## src/rtl/mem_stage_ctrl_if.sv

```systemverilog
// mem_stage_ctrl_if: valid/ready data-memory request bus with a single response channel
interface mem_stage_ctrl_if #(parameter int ADDR_W = 32);
  logic valid;
  logic ready;
  logic we;
  logic [ADDR_W-1:0] addr;
  logic [3:0] be;
  logic [31:0] wdata;
  logic rvalid;
  logic [31:0] rdata;
  modport master (output valid, we, addr, be, wdata, input ready, rvalid, rdata);
  modport slave (input valid, we, addr, be, wdata, output ready, rvalid, rdata);
endinterface

```

## src/rtl/mem_stage_ctrl.sv

```systemverilog
// mem_stage_ctrl: MEM-stage load/store sequencer with stall control and load extension.
// Define DMEM_MISALIGN_TRAP_EN to trap misaligned H/W accesses instead of issuing them.
module mem_stage_ctrl #(
  parameter int ADDR_W = 32,
  parameter int CNT_W = 32
) (
  input  logic clk,
  input  logic rst_n,
  input  logic mem_read_in,
  input  logic mem_write_in,
  input  logic [2:0] funct3_in,
  input  logic [ADDR_W-1:0] addr_in,
  input  logic [31:0] wdata_in,
  output logic stall_out,
  output logic [31:0] load_data_out,
  output logic load_valid_out,
  output logic misalign_out,
  mem_stage_ctrl_if.master dmem,
  output logic [CNT_W-1:0] stall_cnt_out
);
  typedef enum logic [1:0] {IDLE, REQ, RSP, DONE} state_t;
  state_t state, state_nxt;
  logic access, is_b, is_h, mis;
  logic [1:0] off;
  logic [3:0] be_st;
  logic [31:0] wd_st;
  logic we_q, mis_q;
  logic [ADDR_W-1:0] addr_q;
  logic [3:0] be_q;
  logic [31:0] wdata_q;
  logic [2:0] f3_q;
  logic [1:0] off_q;
  logic [7:0] ld_b;
  logic [15:0] ld_h;
  logic [31:0] ld_ext;
  assign access = mem_read_in | mem_write_in;
  assign off = addr_in[1:0];
  // funct3[1:0] carries the size; 11 and 10 fall through to word
  assign is_b = funct3_in[1:0] == 2'b00;
  assign is_h = funct3_in[1:0] == 2'b01;
`ifdef DMEM_MISALIGN_TRAP_EN
  logic is_w;
  assign is_w = ~is_b & ~is_h;
  assign mis = (is_h & off[0]) | (is_w & |off);
`else
  assign mis = 1'b0;
`endif
  assign be_st = is_b ? 4'b0001 << off : is_h ? 4'b0011 << {off[1], 1'b0} : 4'hF;
  assign wd_st = is_b ? {4{wdata_in[7:0]}} : is_h ? {2{wdata_in[15:0]}} : wdata_in;
  always_ff @(posedge clk)
    if (!rst_n) state <= IDLE;
    else state <= state_nxt;
  always_comb begin
    state_nxt = state == IDLE ? (access ? (mis ? DONE : REQ) : IDLE) :
                state == REQ  ? (dmem.ready ? RSP : REQ) :
                state == RSP  ? (dmem.rvalid ? DONE : RSP) : IDLE;
  end
  always_comb begin
    stall_out = (state == IDLE & access) | state == REQ | state == RSP;
    dmem.valid = state == REQ;
    load_valid_out = state == DONE & ~we_q & ~mis_q;
    misalign_out = state == DONE & mis_q;
  end
  always_ff @(posedge clk)
    if (!rst_n) begin
      we_q <= 1'b0;
      mis_q <= 1'b0;
      addr_q <= '0;
      be_q <= '0;
      wdata_q <= '0;
      f3_q <= '0;
      off_q <= '0;
    end else if (state == IDLE && access) begin
      we_q <= mem_write_in;
      mis_q <= mis;
      addr_q <= {addr_in[ADDR_W-1:2], 2'b00};
      be_q <= mem_write_in ? be_st : 4'hF;
      wdata_q <= wd_st;
      f3_q <= funct3_in;
      off_q <= off;
    end
  assign dmem.we = we_q;
  assign dmem.addr = addr_q;
  assign dmem.be = be_q;
  assign dmem.wdata = wdata_q;
  assign ld_b = off_q == 2'd0 ? dmem.rdata[7:0] : off_q == 2'd1 ? dmem.rdata[15:8] :
                off_q == 2'd2 ? dmem.rdata[23:16] : dmem.rdata[31:24];
  assign ld_h = off_q[1] ? dmem.rdata[31:16] : dmem.rdata[15:0];
  assign ld_ext = f3_q[1:0] == 2'b00 ? {{24{~f3_q[2] & ld_b[7]}}, ld_b} :
                  f3_q[1:0] == 2'b01 ? {{16{~f3_q[2] & ld_h[15]}}, ld_h} : dmem.rdata;
  always_ff @(posedge clk)
    if (!rst_n) load_data_out <= '0;
    else if (state == RSP && dmem.rvalid && !we_q) load_data_out <= ld_ext;
  always_ff @(posedge clk)
    if (!rst_n) stall_cnt_out <= '0;
    else if (stall_out && !(&stall_cnt_out)) stall_cnt_out <= stall_cnt_out + CNT_W'(1);
endmodule

```

## src/flat_wrapper.sv

```systemverilog
// flat-port wrapper written by rule: the top's interface ports become plain ports
module mem_stage_ctrl_flat 
#(
  parameter int ADDR_W = 32,
  parameter int CNT_W = 32
)
  (clk, rst_n, mem_read_in, mem_write_in, funct3_in, addr_in, wdata_in, stall_out, load_data_out, load_valid_out, misalign_out, stall_cnt_out, dmem_valid, dmem_we, dmem_addr, dmem_be, dmem_wdata, dmem_ready, dmem_rvalid, dmem_rdata);
  mem_stage_ctrl_if #(.ADDR_W(ADDR_W)) dmem_i ();
  input  logic clk;
  input  logic rst_n;
  input  logic mem_read_in;
  input  logic mem_write_in;
  input  logic [2:0] funct3_in;
  input  logic [ADDR_W-1:0] addr_in;
  input  logic [31:0] wdata_in;
  output logic stall_out;
  output logic [31:0] load_data_out;
  output logic load_valid_out;
  output logic misalign_out;
  output logic [CNT_W-1:0] stall_cnt_out;
  output wire logic [$bits(dmem_i.valid)-1:0] dmem_valid;
  output wire logic [$bits(dmem_i.we)-1:0] dmem_we;
  output wire logic [$bits(dmem_i.addr)-1:0] dmem_addr;
  output wire logic [$bits(dmem_i.be)-1:0] dmem_be;
  output wire logic [$bits(dmem_i.wdata)-1:0] dmem_wdata;
  input wire logic [$bits(dmem_i.ready)-1:0] dmem_ready;
  input wire logic [$bits(dmem_i.rvalid)-1:0] dmem_rvalid;
  input wire logic [$bits(dmem_i.rdata)-1:0] dmem_rdata;
  assign dmem_valid = dmem_i.valid;
  assign dmem_we = dmem_i.we;
  assign dmem_addr = dmem_i.addr;
  assign dmem_be = dmem_i.be;
  assign dmem_wdata = dmem_i.wdata;
  assign dmem_i.ready = dmem_ready;
  assign dmem_i.rvalid = dmem_rvalid;
  assign dmem_i.rdata = dmem_rdata;
  mem_stage_ctrl #(.ADDR_W(ADDR_W), .CNT_W(CNT_W)) u_core (.clk(clk), .rst_n(rst_n), .mem_read_in(mem_read_in), .mem_write_in(mem_write_in), .funct3_in(funct3_in), .addr_in(addr_in), .wdata_in(wdata_in), .stall_out(stall_out), .load_data_out(load_data_out), .load_valid_out(load_valid_out), .misalign_out(misalign_out), .dmem(dmem_i), .stall_cnt_out(stall_cnt_out));
endmodule
```

## config.mk

```make
export PLATFORM = sky130hd
export DESIGN_NAME = mem_stage_ctrl_flat
export DESIGN_NICKNAME = d
export VERILOG_FILES = /design/src/rtl/mem_stage_ctrl_if.sv /design/src/rtl/mem_stage_ctrl.sv /design/src/flat_wrapper.sv
export SDC_FILE = /design/constraint.sdc
export NUM_CORES = 1
export LEC_CHECK = 0
export CAP_MARGIN = 20
export CORE_MARGIN = 2
export CORE_UTILIZATION = 41
export CTS_BUF_LIST = sky130_fd_sc_hd__clkbuf_2 sky130_fd_sc_hd__clkbuf_4 sky130_fd_sc_hd__clkbuf_8
export CTS_CLUSTER_DIAMETER = 50
export DETAILED_ROUTE_END_ITERATION = 12
export GPL_TIMING_DRIVEN = 0
export HOLD_SLACK_MARGIN = 0.12
export MAX_ROUTING_LAYER = met4
export PLACE_DENSITY = 0.84
export SETUP_SLACK_MARGIN = 0.05
export SYNTH_ARGS = -nofsm -noshare
export SYNTH_HDL_FRONTEND = slang
export SYNTH_SLANG_ARGS = --single-unit
```

## constraint.sdc

```tcl
create_clock -name clk -period 2 [get_ports clk]
set_input_delay 0.6 -clock clk [delete_from_list [all_inputs] [get_ports clk]]
set_output_delay 0.6 -clock clk [all_outputs]
set_load 0.02 [all_outputs]
```

==> results.ini, run 1 <==
[cts]
clkLatencyLatePin_ns = 0.45
tritoncts = built
cts_htree_levels = 4
clkTransAtPathRegs_ns = 0.08
cts_max_path_buffers = 2
root_buffer = clkbuf_8
cts_made_buffers = 17
numClockSinks = 138

[setup_path]
r2r_setup_slack_ns = 0.03
critPathKind = reg2out
required_ns = 1.40
arrival_ns = 1.45
worst_setup_path_start_kind = register
worst-path-max-fanout = 6
crit_path_end_kind = primary output

[pwr]
p_sw_mw = 2.18
seqPwrFrac = 0.446
cell_internal_pwr_mw = 4.64
p_comb_frac = 0.229
power_mw = 6.81
vdd_ir_drop_max_uv = 394
p_clk_frac = 0.325
p_leak_nw = 4.14
switching_share = 0.320
p_per_area_nw_per_um2 = 719

[yosys]
synth-seq-area-share = 0.446
ys_async_sr_fraction = 0
synth_ff_type = dfxtp_1
synth_most_common_cell = nand2_1
syn_avg_cell_area_um2 = 8.26
synth_area_leader_cell = dfxtp_1
synth-edff-count = 0
syn_area_um2 = 6190
yosysTopAreaCellShare = 0.446
synth.distinct_cells = 56
netlist_top_cells_count = nand2_1, dfxtp_1, a21oi_1
yosysWarnings = 0
synth_seq_cells = 138
synthCells = 749
yosys-top-cells-area = dfxtp_1, nand2_1, a21oi_1

[route]
remaining_drc_errors = 0
vias = 6759
ant_nets = 0
routed_via_density = 5.50
drt-wirelength-per-cell_um = 17.9
drtIter0Drc = 374
dr.pass1.iters = 5
routed_wirelength_mm = 22.0

[sta]
min_period_over_period = 1.02
rsz0062_at_grt = yes
tightest_slew_ns = 0.777
finalSetupViolCount = 2
slew_viol_final = 0
skew_ns = 0.0167
setup_ws_ns = -0.0497
max_freq_mhz = 488
finalHoldViolCount = 0
setup_tns_ns = -0.0598
period_needed_ns = 2.05
slew_headroom = 0.479

[floorplanning]
core_area_um2 = 14600
die-area_um2 = 16100
io_pins = 242
initial_core_util = 0.423
die_h_um = 127
num_rows = 44
die_w_um = 127

[final_layout]
syn_to_final_growth_pct = 53.2
antenna_cells = 0
design_area_um2 = 9480
drive_gt1_frac = 0.151
multi_input_area_um2 = 3350
seq_area_um2 = 2810
nets = 1139
postLayoutCoreUtil = 0.647
fill_cells = 1234

[global_route]
grt-ovfl-total = 0
antenna_found_initial = 0
grtUsageTotal = 0.268
grt_pass1_vias = 6301
grt_pass1_wl_mm = 33.0
grt_start_max_net_pins = 17

[place]
hpwl_mm = 15.7
place.gp.congestion = 0.937
placedInstanceArea_um2 = 8820
port_buffers = 237

[flow_run]
cap_viol_max_count = 0

[status]
violations = setup timing
status = finished with violations

[min_path]
hp-class = reg2reg

critical path, cell delays in order, from the launching register on:
cell and delay [ns]:
dfxtp_2 0.33, buf_8 0.13, nor4_4 0.30, a21oi_2 0.10, buf_6 0.15
through the flow:
step	cells	setup slack, ns	hold WS [ns]
global placement	1172	-0.958	0.441
floorplan	751	0.0509	0.446
detailed placement	1172	-0.973	0.449
global route	1230	-0.143	0.475
finish	1230	-0.0497	0.451
CTS	1210	-0.101	0.455
timing repair:
item / 4_1_cts / 5_1_grt
buffers inserted: 7 / 19
gates cloned: 0 / 1
pin swaps: 6 / 8
hold buffers: 0 / 0
resized for setup: 177 / 62
hold endpoints to repair: 0 / 0
setup endpoints to repair: 247 / 126
routing by layer:
metal | GRT usage | wire length (µm)
met3 | 0.0730 | 1720
met1 | 0.320 | 8910
met4 | 0.114 | 826
met5 | - | 0
met2 | 0.426 | 10500
state kept, by name, indices dropped and copies added (netlist names):
register / count
u_core.state: 2
u_core.dmem.we: 1
u_core.load_data_out: 32
u_core.f3_q: 3
u_core.stall_cnt_out: 32
u_core.dmem.wdata: 32
u_core.dmem.be: 4
u_core.off_q: 2
u_core.dmem.addr: 30
area by class of cell:
type	count	area share
multi-input combinational	552	0.354
inverter	6	0.00238
tap	184	0.0243
clock inverter	13	0.0125
sequential	138	0.297
buffer	54	0.0280
timing repair buffer	264	0.255
clock buffer	19	0.0276
cell families (layout without fill, tap and decap cells):
family,after synthesis,after routing,synth area share
xor gates and xnor gates,12,12,0.0170
other,1,3,0.000606
adders and majority gates,1,1,0.00202
muxes,43,43,0.0871
AOI/OAI and AO/OA,207,207,0.193
buffers and inverters,61,356,0.0408
DFF,138,138,0.446
and+or+nand+nor,286,286,0.213
path summary, 6_finish.rpt:
check / start / end / depth (start not counted)
worst max-delay path: u_core.state[1]$_SDFF_PP0_ / stall_out / 4
worst min-delay path: u_core.dmem.addr[12]$_SDFFE_PN0P_ / u_core.dmem.addr[12]$_SDFFE_PN0P_ / 2
worst max register to register: u_core.stall_cnt_out[5]$_SDFFE_PN0P_ / u_core.stall_cnt_out[23]$_SDFFE_PN0P_ / 7
worst min register to register: u_core.dmem.addr[12]$_SDFFE_PN0P_ / u_core.dmem.addr[12]$_SDFFE_PN0P_ / 2
layout by cell type (no fill, tap or decap), types with 3 or more instances in the layout:
cell and instances:
a211oi_1 16, a21oi_1 101, a21oi_2 3, a311oi_1 8
a31oi_1 3, and3_1 5, buf_2 6, buf_4 30
buf_6 5, clkbuf_1 32, clkbuf_2 11, clkbuf_8 19
clkdlybuf4s50_1 101, clkinv_2 3, clkinvlp_4 4, conb_1 3
dfxtp_1 113, dfxtp_2 18, dfxtp_4 7, dlygate4sd2_1 131
inv_1 5, inv_6 3, mux2_2 7, mux2i_1 28
mux4_2 8, nand2_1 159, nand2b_1 5, nand3_1 8
nand4_1 9, nor2_1 50, nor2b_1 3, nor3b_1 3
nor4_1 3, o21ai_0 56, o21ai_1 4, or3_1 14
xnor2_1 11
power by group through the flow:
stage | sequential [mW] | combinational (mW) | clock (mW)
6_report | 3.04 | 1.56 | 2.21
5_1_grt | 3.06 | 1.68 | 2.38
4_1_cts | 3.04 | 1.52 | 2.23
3_5_place_dp | 3.11 | 1.61 | 0
3_3_place_gp | 3.10 | 1.59 | 0
2_1_floorplan | 3.30 | 0.606 | 0
(Power assumes the default switching activity.)
==> run 2: changes to the inputs <==
--- a/config.mk
+++ b/config.mk
@@ -6,7 +6,7 @@
 export NUM_CORES = 1
 export LEC_CHECK = 0
 export CAP_MARGIN = 20
-export CORE_MARGIN = 2
+export CORE_MARGIN = 4
 export CORE_UTILIZATION = 41
 export CTS_BUF_LIST = sky130_fd_sc_hd__clkbuf_2 sky130_fd_sc_hd__clkbuf_4 sky130_fd_sc_hd__clkbuf_8
 export CTS_CLUSTER_DIAMETER = 50
==> run 2 against run 1 <==
  * Sequential power about the same
  * Largest cell class unchanged
  * The flow now finishes without violations
  * Cell count down 0.73%
  * Wire length up 3.5%
  * Non-clock buffer count down 9
  * Largest power group unchanged
  * Clock skew down 0.0056 ns
  * Die area up 6.4%
  * Maximum frequency up 2.5%
  * First-iteration DRC count up 45%
  * Utilization up 0.38 points
==> results.ini, run 2 (synthesis gave the netlist of run 1 again) <==
[setup_path]
worst_setup_path_start_kind = register
worst-path-max-fanout = 5
critPathTopFamily = flip-flops
critPathKind = reg2out
path_buf_inv = 2
path_cells = buf_6 -> nor4_4 -> a21oi_2 -> buf_4
required_ns = 1.40
r2r_setup_slack_ns = 0.04
arrival_ns = 1.40
rr_startpoint = u_core.stall_cnt_out[16]$_SDFFE_PN0P_
max_stage_delay_ns = 0.33
cpMaxStageDelayCell = dfxtp_2
crit_path_end_kind = primary output
critical_path.startpoint = u_core.state[1]$_SDFF_PP0_

[cts]
cts_max_path_buffers = 2
clkTransAtPathRegs_ns = 0.08
cts_htree_levels = 4
clkLatencyLatePin_ns = 0.45
numClockSinks = 138
tritoncts = built
hold_buffers = 0
root_buffer = clkbuf_8
cts_made_buffers = 17

[pwr]
p_clk_frac = 0.369
p_sw_mw = 2.10
cell_internal_pwr_mw = 5.21
vdd_ir_drop_max_uv = 532
p_comb_frac = 0.215
p_per_area_nw_per_um2 = 767
switching_share = 0.287
p_leak_nw = 4.18
seqPwrFrac = 0.416

[flow_run]
cap_viol_max_count = 0

[sta]
finalHoldViolCount = 0
slew_headroom = 0.478
min_period_over_period = 1.00
tightest_slew_ns = 0.783
finalSetupViolCount = 0
rsz0062_at_grt = yes
period_needed_ns = 2.00
skew_ns = 0.0111
setup_tns_ns = 0
max_freq_mhz = 500
slew_viol_final = 0

[place]
place.gp.congestion = 0.916
hpwl_mm = 16.2
dp_cells = 1172
port_buffers = 237

[global_route]
antenna_found_initial = 0
grt_pass1_vias = 6302
grt_pass1_wl_mm = 33.7
grtUsageTotal = 0.261
grt-ovfl-total = 0
grt_start_max_net_pins = 17

[final_layout]
final_common_cell = nand2_1
nets = 1130
drive_gt1_frac = 0.153
syn_to_final_growth_pct = 54.0
fin_cells = 1221
final_cell_mix = nand2_1, dlygate4sd2_1, dfxtp_1, clkdlybuf4s50_1, a21oi_1

[status]
status = complete, no violations

[route]
dr.pass1.iters = 5
routed_via_density = 5.50
ant_nets = 0
routed_wirelength_mm = 22.7
drtIter0Drc = 543
drt-wirelength-per-cell_um = 18.6
vias = 6720
remaining_drc_errors = 0

[min_path]
hp-class = reg2reg
worst_hold_startpoint = u_core.dmem.addr[26]$_SDFFE_PN0P_

[floorplanning]
num_rows = 44
core_area_um2 = 14600
initial_core_util = 0.423
die-area_um2 = 17100
die_h_um = 131
die_w_um = 131
io_pins = 242

==> run 2: final cells by class <==
cell class | instances | area (µm²)
sequential | 138 | 2830
tap | 184 | 230
multi-input combinational | 552 | 3370
timing repair buffer | 255 | 2350
buffer | 54 | 263
clock buffer | 24 | 305
clock inverter | 7 | 163
inverter | 6 | 22.5
antenna | 1 | 2.50
fill | 1250 | 5110
==> run 2: metal layers <==
layer	global-route usage	part of all wire	vias up	wire, µm
li1	-	-	3183	-
met1	0.316	0.38	3129	8710
met2	0.413	0.49	351	11200
met3	0.0703	0.089	57	2020
met4	0.106	0.036	0	809
met5	-	0	-	0
==> run 2: worst reg2reg max path, cell delays in order (launching register included) <==
cell	delay (ns)
dfxtp_4	0.38
nand4_1	0.18
or4_4	0.63
o211ai_1	0.22
buf_4	0.19
o21ai_0	0.12
a21oi_2	0.16
==> run 2: power groups by stage <==
stage | Sequential [mW] | Combinational (mW) | Clock [mW]
3_5_place_dp | 3.10 | 1.62 | 0
4_1_cts | 3.04 | 1.53 | 2.72
5_1_grt | 3.06 | 1.70 | 2.85
6_report | 3.04 | 1.57 | 2.70
3_3_place_gp | 3.10 | 1.59 | 0
2_1_floorplan | 3.30 | 0.606 | 0
==> run 2: worst paths after layout <==
path / depth (start not counted) / endpoint
min reg2reg: 2 / u_core.dmem.addr[26]$_SDFFE_PN0P_
min: 2 / u_core.dmem.addr[26]$_SDFFE_PN0P_
max reg2reg: 6 / u_core.stall_cnt_out[23]$_SDFFE_PN0P_
max: 4 / stall_out
==> run 2: through the flow <==
step / hold slack (ns) / power, mW / util / worst slack, ns / instance area (µm²)
floorplan: 0.446 / 3.91 / - / 0.0509 / 6210
global placement: 0.441 / 4.69 / 0.602 / -1.04 / 8820
detailed placement: 0.446 / 4.72 / 0.602 / -1.06 / 8820
CTS: 0.453 / 7.29 / 0.632 / -0.0977 / 9260
global route: 0.471 / 7.60 / 0.651 / -0.0686 / 9530
finish: 0.453 / 7.31 / 0.651 / 0.000983 / 9530
==> run 2: what timing repair did <==
item / in CTS / in global routing
gates cloned: 0 / 1
setup endpoints to repair: 254 / 108
hold endpoints to repair: 0 / 0
pin swaps: 5 / 12
resized for setup: 173 / 80
setup buffers: 7 / 10
